`src/rtl/set_pkg.sv`:
```
// Shared definitions for the SET initiator: operand widths, mode encodings,
// job record layout and the initiator FSM state type.
package set_pkg;

  localparam int unsigned COORD_W   = 4;
  localparam int unsigned CENTRAL_W = 24;
  localparam int unsigned RADIUS_W  = 12;
  localparam int unsigned MODE_W    = 2;
  localparam int unsigned CAND_W    = 8;
  localparam int unsigned JOB_W     = CENTRAL_W + RADIUS_W + MODE_W;

  localparam logic [MODE_W-1:0] MODE_A   = 2'd0;
  localparam logic [MODE_W-1:0] MODE_AND = 2'd1;
  localparam logic [MODE_W-1:0] MODE_XOR = 2'd2;
  localparam logic [MODE_W-1:0] MODE_TWO = 2'd3;

  typedef struct packed {
    logic [CENTRAL_W-1:0] central;
    logic [RADIUS_W-1:0]  radius;
    logic [MODE_W-1:0]    mode;
  } set_job_t;

  typedef enum logic [1:0] {
    ST_IDLE,
    ST_ISSUE,
    ST_HOLD,
    ST_RESP
  } set_state_e;

endpackage

```
`src/rtl/set_job_fifo.sv`:
```
// Synchronous job FIFO with registered occupancy count; head is read
// combinationally from storage, so a push is visible one cycle later.
module set_job_fifo #(
  parameter int unsigned DEPTH = 4,
  parameter int unsigned WIDTH = 38,
  parameter int unsigned CNT_W = $clog2(DEPTH) + 1
) (
  input  logic             clk_i,
  input  logic             rst_ni,
  input  logic             push_i,
  input  logic             pop_i,
  input  logic [WIDTH-1:0] wdata_i,
  output logic [WIDTH-1:0] rdata_o,
  output logic             full_o,
  output logic             empty_o,
  output logic [CNT_W-1:0] count_o
);

  localparam int unsigned PTR_W = (DEPTH > 1) ? $clog2(DEPTH) : 1;

  logic [WIDTH-1:0] mem_q [DEPTH];
  logic [PTR_W-1:0] wr_ptr_q, rd_ptr_q;
  logic [CNT_W-1:0] count_q;
  logic             do_push, do_pop;

  assign full_o  = (count_q == CNT_W'(DEPTH));
  assign empty_o = (count_q == '0);
  assign count_o = count_q;
  assign rdata_o = mem_q[rd_ptr_q];

  assign do_push = push_i && !full_o;
  assign do_pop  = pop_i && !empty_o;

  always_ff @(posedge clk_i or negedge rst_ni) begin
    if (!rst_ni) begin
      wr_ptr_q <= '0;
      rd_ptr_q <= '0;
      count_q  <= '0;
    end else begin
      if (do_push) wr_ptr_q <= wr_ptr_q + PTR_W'(1);
      if (do_pop)  rd_ptr_q <= rd_ptr_q + PTR_W'(1);
      if (do_push && !do_pop)      count_q <= count_q + CNT_W'(1);
      else if (!do_push && do_pop) count_q <= count_q - CNT_W'(1);
    end
  end

  always_ff @(posedge clk_i) begin
    if (do_push) mem_q[wr_ptr_q] <= wdata_i;
  end

endmodule

```
`src/rtl/set_initiator.sv`:
```
// Host-side initiator for the SET engine: buffers jobs, issues them one at a
// time with held operands, captures the count or aborts on timeout.
module set_initiator
  import set_pkg::*;
#(
  parameter int unsigned FIFO_DEPTH = 4,
  parameter int unsigned TIMEOUT    = 127
) (
  input  logic                 clk,
  input  logic                 rst,
  input  logic                 job_valid,
  output logic                 job_ready,
  input  logic [CENTRAL_W-1:0] job_central,
  input  logic [RADIUS_W-1:0]  job_radius,
  input  logic [MODE_W-1:0]    job_mode,
  output logic                 en,
  output logic [CENTRAL_W-1:0] central,
  output logic [RADIUS_W-1:0]  radius,
  output logic [MODE_W-1:0]    mode,
  input  logic                 busy,
  input  logic                 valid,
  input  logic [CAND_W-1:0]    candidate,
  output logic                 res_valid,
  input  logic                 res_ready,
  output logic [CAND_W-1:0]    res_candidate,
  output logic                 res_err,
  output logic [15:0]          jobs_done
);

  localparam int unsigned CNT_W    = $clog2(FIFO_DEPTH) + 1;
  // Counter is 0 in the first HOLD cycle, so TIMEOUT-1 there is TIMEOUT cycles after en.
  localparam logic [7:0]  TMO_LAST = 8'(TIMEOUT - 1);

  set_state_e           state_q, state_d;
  logic                 en_q, en_d;
  logic [CENTRAL_W-1:0] central_q, central_d;
  logic [RADIUS_W-1:0]  radius_q, radius_d;
  logic [MODE_W-1:0]    mode_q, mode_d;
  logic                 res_valid_q, res_valid_d;
  logic [CAND_W-1:0]    res_cand_q, res_cand_d;
  logic                 res_err_q, res_err_d;
  logic [15:0]          jobs_done_q, jobs_done_d;
  logic [7:0]           tmo_q, tmo_d;

  logic                 fifo_pop, fifo_full, fifo_empty;
  logic [JOB_W-1:0]     fifo_rdata;
  logic [CNT_W-1:0]     fifo_count;
  set_job_t             head;
  logic                 busy_unused;

  assign busy_unused = busy;
  assign head        = set_job_t'(fifo_rdata);

  set_job_fifo #(
    .DEPTH (FIFO_DEPTH),
    .WIDTH (JOB_W),
    .CNT_W (CNT_W)
  ) u_fifo (
    .clk_i   (clk),
    .rst_ni  (rst),
    .push_i  (job_valid),
    .pop_i   (fifo_pop),
    .wdata_i ({job_central, job_radius, job_mode}),
    .rdata_o (fifo_rdata),
    .full_o  (fifo_full),
    .empty_o (fifo_empty),
    .count_o (fifo_count)
  );

  assert property (@(posedge clk) disable iff (!rst) fifo_count <= CNT_W'(FIFO_DEPTH));

  always_comb begin
    state_d     = state_q;
    en_d        = 1'b0;
    central_d   = central_q;
    radius_d    = radius_q;
    mode_d      = mode_q;
    res_valid_d = res_valid_q;
    res_cand_d  = res_cand_q;
    res_err_d   = res_err_q;
    jobs_done_d = jobs_done_q;
    tmo_d       = tmo_q;
    fifo_pop    = 1'b0;

    unique case (state_q)
      ST_IDLE: begin
        if (!fifo_empty) begin
          state_d   = ST_ISSUE;
          en_d      = 1'b1;
          central_d = head.central;
          radius_d  = head.radius;
          mode_d    = head.mode;
          fifo_pop  = 1'b1;
        end
      end
      ST_ISSUE: begin
        state_d = ST_HOLD;
        tmo_d   = '0;
      end
      ST_HOLD: begin
        tmo_d = (tmo_q == '1) ? tmo_q : tmo_q + 8'd1;
        if (valid) begin
          state_d     = ST_RESP;
          res_valid_d = 1'b1;
          res_cand_d  = candidate;
          res_err_d   = 1'b0;
        end else if (tmo_q == TMO_LAST) begin
          state_d     = ST_RESP;
          res_valid_d = 1'b1;
          res_cand_d  = '0;
          res_err_d   = 1'b1;
        end
      end
      ST_RESP: begin
        if (res_ready) begin
          state_d     = ST_IDLE;
          res_valid_d = 1'b0;
          jobs_done_d = jobs_done_q + 16'd1;
        end
      end
      default: state_d = ST_IDLE;
    endcase
  end

  always_ff @(posedge clk or negedge rst) begin
    if (!rst) begin
      state_q     <= ST_IDLE;
      en_q        <= 1'b0;
      central_q   <= '0;
      radius_q    <= '0;
      mode_q      <= '0;
      res_valid_q <= 1'b0;
      res_cand_q  <= '0;
      res_err_q   <= 1'b0;
      jobs_done_q <= '0;
      tmo_q       <= '0;
    end else begin
      state_q     <= state_d;
      en_q        <= en_d;
      central_q   <= central_d;
      radius_q    <= radius_d;
      mode_q      <= mode_d;
      res_valid_q <= res_valid_d;
      res_cand_q  <= res_cand_d;
      res_err_q   <= res_err_d;
      jobs_done_q <= jobs_done_d;
      tmo_q       <= tmo_d;
    end
  end

  assign job_ready     = !fifo_full;
  assign en            = en_q;
  assign central       = central_q;
  assign radius        = radius_q;
  assign mode          = mode_q;
  assign res_valid     = res_valid_q;
  assign res_candidate = res_cand_q;
  assign res_err       = res_err_q;
  assign jobs_done     = jobs_done_q;

endmodule

```
`config.mk`:
```
export PLATFORM = sky130hd
export DESIGN_NAME = set_initiator
export DESIGN_NICKNAME = d
export VERILOG_FILES = /design/src/rtl/set_pkg.sv /design/src/rtl/set_job_fifo.sv /design/src/rtl/set_initiator.sv
export SDC_FILE = /design/constraint.sdc
export NUM_CORES = 1
export LEC_CHECK = 0
export ABC_AREA = 1
export CAP_MARGIN = 20
export CORE_MARGIN = 5
export CORE_UTILIZATION = 30
export DETAILED_ROUTE_END_ITERATION = 10
export GPL_ROUTABILITY_DRIVEN = 0
export PLACE_DENSITY = 0.57
export SLEW_MARGIN = 20
export SYNTH_ARGS = -nofsm -noshare
export SYNTH_HDL_FRONTEND = slang
export SYNTH_HIERARCHICAL = 1
export SYNTH_SLANG_ARGS = --single-unit
export TNS_END_PERCENT = 50
```
`constraint.sdc`:
```
create_clock -name clk -period 2.6 [get_ports clk]
set_input_delay 0.39 -clock clk [delete_from_list [all_inputs] [get_ports clk]]
set_output_delay 0.39 -clock clk [all_outputs]
set_load 0.02 [all_outputs]
```
==> results of run 1 <==
-- sequential cells by signal, summed over array words and instances (netlist names) --
name	cells
res_valid	1
u_fifo/count_o	3
u_fifo/rd_ptr_q	2
u_fifo/wr_ptr_q	2
res_candidate	8
res_err	1
tmo_q	8
central	24
mode	2
jobs_done	16
state_q	2
en	1
radius	12
u_fifo/mem_q	152
-- power breakdown --
group | switching, W | internal, W | leakage [nW]
Combinational | 0.00338 | 0.00205 | 2.70
Sequential | 0.000456 | 0.00502 | 2.42
Clock | 0.00144 | 0.00213 | 0.409
-- cells in the mapped netlist --
| master | number | area (µm²) |
|---|---|---|
| a21o_2 | 1 | 8.76 |
| a21oi_1 | 3 | 15.0 |
| a21oi_2 | 1 | 8.76 |
| and2_1 | 1 | 6.26 |
| buf_1 | 1 | 3.75 |
| buf_12 | 5 | 100 |
| buf_2 | 16 | 80.1 |
| buf_4 | 3 | 22.5 |
| buf_6 | 3 | 33.8 |
| buf_8 | 3 | 45.0 |
| clkbuf_1 | 2 | 7.51 |
| clkinv_1 | 1 | 3.75 |
| dfrtp_1 | 82 | 2050 |
| edfxtp_1 | 152 | 4560 |
| fa_1 | 1 | 20.0 |
| ha_1 | 13 | 163 |
| inv_1 | 118 | 443 |
| inv_2 | 4 | 15.0 |
| nand2_1 | 331 | 1240 |
| nand2_2 | 3 | 18.8 |
| nand2_4 | 2 | 22.5 |
| nand3_1 | 29 | 145 |
| nand3_2 | 2 | 20.0 |
| nand3b_1 | 3 | 22.5 |
| nand4_1 | 7 | 43.8 |
| nor2_1 | 17 | 63.8 |
| nor2_2 | 2 | 12.5 |
| nor2_4 | 2 | 22.5 |
| nor3_1 | 1 | 5.00 |
| nor3_2 | 1 | 10.0 |
| o211ai_1 | 7 | 52.6 |
| o211ai_2 | 69 | 863 |
| o21ai_0 | 2 | 10.0 |
| o21bai_1 | 1 | 7.51 |
| or2_2 | 3 | 18.8 |
| xnor2_1 | 4 | 35.0 |
| xor2_1 | 8 | 70.1 |
-- cell type report --
cell class / instances / area share
tap: 448 / 0.0439
timing repair buffer: 133 / 0.106
multi-input combinational: 514 / 0.230
clock buffer: 35 / 0.0560
sequential: 234 / 0.518
clock inverter: 14 / 0.00950
inverter: 123 / 0.0365
antenna: 1 / 0.000196
-- worst min-delay path: stages --
cell and delay, ns:
clkdlybuf4s50_1 0.39, nand2_1 0.06, nand2_1 0.05
-- metal layers --
metal,global-route usage,vias up
met5,0,-
met4,0.0225,2
met3,0.0245,29
met2,0.180,123
met1,0.156,3012
li1,-,3231
-- stage by stage --
stage / area (µm²) / util
6_report: 12800 / 0.379
5_1_grt: 12800 / 0.379
2_1_floorplan: 10300 / -
3_3_place_gp: 11900 / 0.354
3_5_place_dp: 11900 / 0.354
4_1_cts: 12800 / 0.379
-- worst paths after layout --
kind                                                from                            end
max in group asynchronous                            rst          radius[3]$_DFFE_PN0P_
min in group asynchronous                            rst   res_candidate[7]$_DFFE_PN0P_
setup reg to reg           u_fifo/count_o[1]$_DFFE_PN0P_  u_fifo/count_o[2]$_DFFE_PN0P_
setup / recovery           u_fifo/count_o[1]$_DFFE_PN0P_                      job_ready
hold / removal                              candidate[6]   res_candidate[6]$_DFFE_PN0P_
hold reg to reg                    radius[7]$_DFFE_PN0P_          radius[7]$_DFFE_PN0P_
-- cell families after synthesis --
kind of cell    share of synthesized area
xor+xnor                           0.0102
simple gates                        0.161
flops                               0.644
fa+ha+maj                          0.0178
buf+inv                            0.0734
compound gates                     0.0940
==> results by group, run 1 <==
Status
  • Status: completed

Setup path
  • CP max stage cell: clkdlybuf4s50_1
  • Worst r2r path cells: 12
  • Buf/Inv on CP: 4
  • Data arrival, critical path: 1.83 ns
  • Crit path depth: 5
  • Reg-to-reg slack, setup: 0.61 ns
  • Worst setup EP type: primary output
  • Largest stage delay, worst path: 0.60 ns
  • Crit-path cells: inv_1 -> nand3_1 -> inv_1 -> inv_1 -> clkdlybuf4s50_1
  • Worst setup path category: flop to primary output
  • Crit-path max FO: 4
  • Worst path most repeated cell: inv_1
  • Critical Path RT: 2.21 ns
  • Delay-heaviest family, CP: buffers and inverters
  • Worst setup SP type: flop

Synth
  • Sequential element share of the synthesized area: 0.644
  • Yosys cell types: 37
  • Synthesized area per cell: 11.4 µm²
  • Synthesis Warnings: 6
  • Post-Syn Nets: 970
  • #FFs+latches synth: 234
  • Syn Inst Count: 904
  • Mapped Area: 10300 µm²

Route
  • Initial DRC Count: 293
  • Metal2 WL: 9700 µm
  • Drt pass-1 iters: 4
  • Antenna violation net count after detailed routing: 0
  • DRC errors left: 0
  • Wirelength per Cell: 14.2 µm
  • Via count: 6397
  • Routed WL: 21300 µm
  • Top sig layer: met5
  • M1 WL: 10000 µm
  • Via density: 4.26
  • Met3 WL post-DR: 1200 µm

Pwr
  • P_leak: 5.53 nW
  • Tot Pwr: 0.0145 W
  • Pwr/cell area: 1130 nW/µm²
  • Peak supply drop: 0.588 mV

Floorplanning
  • Initial Utilization: 0.305
  • Num ports: 118
  • Die height: 195 µm
  • Die W: 195 µm
  • Core area: 33700 µm²
  • Cell Rows: 67
  • DIE AREA: 38100 µm²

Clock network
  • CTS Buf Count: 27
  • CTS Sinks: 234
  • CTS-repair resized insts: 0
  • Hold-fix buffers at CTS: 1
  • CTS tree: done
  • CTS max path bufs: 3
  • Post-CTS setup buffer count: 0
  • Root buffer cell: clkbuf_16
  • Later-pin clock latency in the skew report: 0.52 ns
  • Clock-pin slew on the worst setup and hold paths: 0.06 ns
  • Clock H-tree levels: 1

STA
  • Achievable frequency: 451 MHz
  • Post-layout min period: 2.22 ns
  • Worst-margin pin slew: 0.757 ns
  • Final setup vio count: 0
  • Crit share post-route: 0.853
  • Slew Viols, Final: 0
  • Clock Skew: 0.0129 ns
  • Worst Hold Slack: 0.411 ns
  • Setup TNS: 0 ns
  • RSZ-0062 raised after global routing: false
  • Slew HR: 0.495
  • Final setup margin: 0.381 ns
  • Final hold violations: 0

Global routing
  • Remaining Overflow, GRT: 0
  • Vias in the first global route: 6384
  • First-pass GRT wire length: 34900 µm
  • Gr usage total: 0.111
  • Initial antenna violation count: 1
  • Largest net degree at the start of global routing: 53

Cells and area
  • Share of layout cells above drive strength 1: 0.144
  • Most frequent cells in the layout: 331 x nand2_1, 152 x edfxtp_1, 117 x inv_1
  • Fillers: 3250
  • Final cell count without fillers: 1502
  • Commonest non-fill, non-tap cell in the layout: nand2_1
  • Area Growth Syn to Fin: 24.3%
  • Final #Nets: 1099
  • Area occupied by multi-input gates: 2940 µm²
  • Register area: 6620 µm²

Min path
  • Hold Path Stages: 3
  • HP Class: primary input to flop

Flow run
  • Max cap viols: 0

Placement
  • Placed Cells: 1451
  • DP Worst Slack: 0.551 ns
  • Port buffer count: 116
  • Post-DP HPWL: 13300 µm
(Power assumes the default switching activity.)
==> run 2: changes to the inputs <==
--- a/config.mk
+++ b/config.mk
@@ -5,13 +5,13 @@
 export SDC_FILE = /design/constraint.sdc
 export NUM_CORES = 1
 export LEC_CHECK = 0
-export ABC_AREA = 1
 export CAP_MARGIN = 20
 export CORE_MARGIN = 5
 export CORE_UTILIZATION = 30
 export DETAILED_ROUTE_END_ITERATION = 10
 export GPL_ROUTABILITY_DRIVEN = 0
 export PLACE_DENSITY = 0.57
+export RECOVER_POWER = 50
 export SLEW_MARGIN = 20
 export SYNTH_ARGS = -nofsm -noshare
 export SYNTH_HDL_FRONTEND = slang
==> run 2 against run 1 <==
  * Highest routed layer unchanged
  * Cell area fell by 8.7%
  * Largest cell class unchanged
  * Worst setup slack worse by 0.12 ns
  * Worst hold slack better by 0.078 ns
  * Non-clock buffer count fell by 6
  * Largest power group unchanged
  * Sequential power grew 3%
  * Power shrank 4.1%
==> results by group, run 2 <==
Status
  • Status: completed

Cells and area
  • Max reg flops: 152 (unchanged)
  • Final cell count without fillers: 1021 (-32%)
  • Most frequent cells in the layout: 152 x edfxtp_1, 80 x dfrtp_1, 77 x clkdlybuf4s50_1
  • Final #Nets: 676 (-38%)
  • Fillers: 2718 (-16%)
  • Register area: 6620 µm² (about the same)
  • Commonest non-fill, non-tap cell in the layout: edfxtp_1
  • Share of layout cells above drive strength 1: 0.229 (+0.0842)
  • Register bank with the most flops: u_fifo/mem_q
  • Area Growth Syn to Fin: 28.2%
  • Area occupied by multi-input gates: 2260 µm² (-23%)

Placement
  • Post-DP HPWL: 11400 µm (-15%)
  • Port buffer count: 116 (unchanged)
  • Placed Cells: 971 (-33%)

Min path
  • WHS Endpoint: jobs_done[15]$_DFFE_PN0P_
  • Hold Path Stages: 1 (-2)
  • HP Class: flop to flop
  • Hold path startpoint: jobs_done[15]$_DFFE_PN0P_

Synth
  • #FFs+latches synth: 234 (unchanged)
  • Syn Inst Count: 471 (-48%)
  • Synth Area in XOR/XNOR: 0.0241 (+0.0138)
  • Synth async-reset ratio: 0.350 (unchanged)
  • Main combinational cell family by area after synthesis: multiplexers
  • Post-Synth Adder-Cell Area: 0.0201 (+0.00231)
  • Post-Syn Nets: 537 (-45%)
  • Compound-cell area share of the yosys netlist: 0.0197 (-0.0743)
  • Synthesis Warnings: 6 (unchanged)
  • Post-synth EDFFs: 152 (unchanged)
  • Synth cell count leaders: 152 x edfxtp_1, 82 x dfrtp_1, 41 x mux2_2
  • Synth Flop Type: edfxtp_1
  • Synthesized area per cell: 19.3 µm² (+70%)
  • Synth top area share: 0.502 (+0.0577)
  • Mux cell area share after synthesis: 0.146 (+0.146)
  • Most numerous cell in the Yosys netlist: edfxtp_1
  • Synth top area cells: edfxtp_1 50%, dfrtp_1 23%, mux4_2 9.4%
  • Post-Synth Simple-Gate Area: 0.0403 (-0.121)
  • Sequential element share of the synthesized area: 0.727 (+0.0836)
  • Largest area contributor in the netlist: edfxtp_1
  • Mapped Area: 9100 µm² (-11%)
  • Yosys cell types: 45 (+22%)

Route
  • Wirelength per Cell: 18.1 µm (+28%)
  • Drt pass-1 iters: 4 (unchanged)
  • Routed WL: 18500 µm (-13%)
  • DRC errors left: 0 (unchanged)
  • Initial DRC Count: 245 (-16%)
  • Via count: 4689 (-27%)
  • Antenna violation net count after detailed routing: 0 (unchanged)
  • Via density: 4.59 (+7.8%)

Setup path
  • Reg-to-reg endpoint: u_fifo/count_o[2]$_DFFE_PN0P_
  • Worst r2r path cells: 10 (-2)
  • Reg-to-reg slack, setup: 0.26 ns (-0.35 ns)
  • Worst reg2reg path startpoint: u_fifo/count_o[0]$_DFFE_PN0P_
  • Worst setup EP type: flop
  • Crit-path max FO: 4 (unchanged)
  • Worst setup SP type: flop
  • Worst setup path category: flop to flop
  • Critical Path RT: 3.03 ns (+0.82 ns)
  • Data arrival, critical path: 2.77 ns (+0.94 ns)

STA
  • Achievable frequency: 428 MHz (-5.1%)
  • Clock Skew: 0.00738 ns (-0.00555 ns)
  • Slew Viols, Final: 0 (unchanged)
  • Setup TNS: 0 ns (unchanged)
  • Slew HR: 0.165 (-0.330)
  • Post-layout min period: 2.34 ns (+0.120 ns)
  • RSZ-0062 raised after global routing: false
  • Crit share post-route: 0.899 (+0.0460)
  • Final hold violations: 0 (unchanged)
  • Worst-margin pin slew: 1.25 ns (+0.496 ns)
  • Final setup vio count: 0 (unchanged)
  • Worst Hold Slack: 0.489 ns (+0.0779 ns)

Global routing
  • Initial antenna violation count: 2 (+1)
  • Remaining Overflow, GRT: 0 (unchanged)
  • Gr usage total: 0.110 (-0.00164)
  • Largest net degree at the start of global routing: 44 (-17%)
  • First-pass GRT wire length: 29300 µm (-16%)
  • Vias in the first global route: 5207 (-18%)

Clock network
  • Clock-pin slew on the worst setup and hold paths: 0.06 ns (about the same)
  • Clock H-tree levels: 1 (unchanged)
  • Post-CTS setup buffer count: 0 (unchanged)
  • CTS max path bufs: 3 (unchanged)
  • CTS-repair resized insts: 0 (unchanged)
  • Hold-fix buffers at CTS: 1 (unchanged)
  • Root buffer cell: clkbuf_16
  • Later-pin clock latency in the skew report: 0.51 ns (about the same)
  • CTS Sinks: 234 (unchanged)
  • CTS tree: done
  • CTS Buf Count: 26 (-3.7%)

Floorplanning
  • Die height: 184 µm (-5.6%)
  • DIE AREA: 33900 µm² (-11%)
  • Initial Utilization: 0.305 (+0.000320)
  • Num ports: 118 (unchanged)
  • Die W: 184 µm (-5.6%)
  • Cell Rows: 63 (-6.0%)
  • Core area: 29800 µm² (-12%)

Pwr
  • Tot Pwr: 0.0139 W (-4.1%)
  • P_leak: 4.20 nW (-24%)
  • Pwr/cell area: 1190 nW/µm² (+5.1%)
  • Peak supply drop: 0.538 mV (-8.6%)

Flow run
  • Max cap viols: 0 (unchanged)
==> run 2: cell types whose count changed after synthesis, sizes merged, moves of 15 or more <==
cell,delta
buf,-16
inv,-108
mux2,+42
mux4,+38
nand2,-319
nand3,-22
o211ai,-75
xnor2,+15
==> run 2: area by class of cell <==
type                            count  area share
Multi-Input combinational cell    207       0.194
Sequential cell                   234       0.568
Tap cell                          390      0.0418
Antenna cell                        1    0.000215
Inverter                           14     0.00451
Clock inverter                     12      0.0139
Clock buffer                       36      0.0643
Timing Repair Buffer              127       0.114
==> run 2: kinds of logic after synthesis <==
family,after synthesis
compound gates,25
mux,80
fa+ha+maj,14
flops,234
buf+inv,30
simple gates,63
xor+xnor,25
==> run 2: report_power, final <==
group | switching [W] | internal (W) | total [W]
Clock | 0.00139 | 0.00240 | 0.00379
Combinational | 0.00211 | 0.00233 | 0.00444
Sequential | 0.000615 | 0.00505 | 0.00566
Total | 0.00411 | 0.00979 | 0.0139
==> run 2: through the flow <==
| step | cell area [µm²] | util | setup slack [ns] |
|---|---|---|---|
| 4_1_cts | 11700 | 0.393 | 0.233 |
| 5_1_grt | 11700 | 0.391 | 0.145 |
| 3_5_place_dp | 10800 | 0.362 | 0.309 |
| 2_1_floorplan | 9100 | - | 0.134 |
| 3_3_place_gp | 10800 | 0.362 | 0.324 |
| 6_report | 11700 | 0.391 | 0.262 |
==> run 2: routing by layer <==
| layer | part of all wire | vias up | GRT usage |
|---|---|---|---|
| met1 | 0.41 | 2440 | 0.135 |
| li1 | - | 2104 | - |
| met2 | 0.51 | 102 | 0.193 |
| met3 | 0.048 | 41 | 0.0225 |
| met4 | 0.030 | 2 | 0.0367 |
| met5 | 0.00059 | - | 0 |
==> run 2: critical path: stages, from the launching register on <==
cell and delay (ns):
dfrtp_1 0.43, or3_1 0.43, inv_1 0.13, nor2b_4 0.05, nand2_1 0.09, ha_1 0.20, inv_1 0.06, fa_1 0.39
xor2_1 0.17, nor2_1 0.13, xor2_1 0.18
==> run 2: worst max path at each step <==
stage / from / endpoint / depth (start not counted)
2_1_floorplan: u_fifo/count_o[0]$_DFFE_PN0P_ / u_fifo/count_o[2]$_DFFE_PN0P_ / 12
3_3_place_gp: u_fifo/count_o[0]$_DFFE_PN0P_ / u_fifo/count_o[2]$_DFFE_PN0P_ / 10
3_5_place_dp: u_fifo/count_o[0]$_DFFE_PN0P_ / u_fifo/count_o[2]$_DFFE_PN0P_ / 10
4_1_cts: u_fifo/count_o[0]$_DFFE_PN0P_ / u_fifo/count_o[2]$_DFFE_PN0P_ / 10
5_1_grt: rst / u_fifo/rd_ptr_q[0]$_DFFE_PN0P_ / 3
6_report: u_fifo/count_o[0]$_DFFE_PN0P_ / u_fifo/count_o[2]$_DFFE_PN0P_ / 10
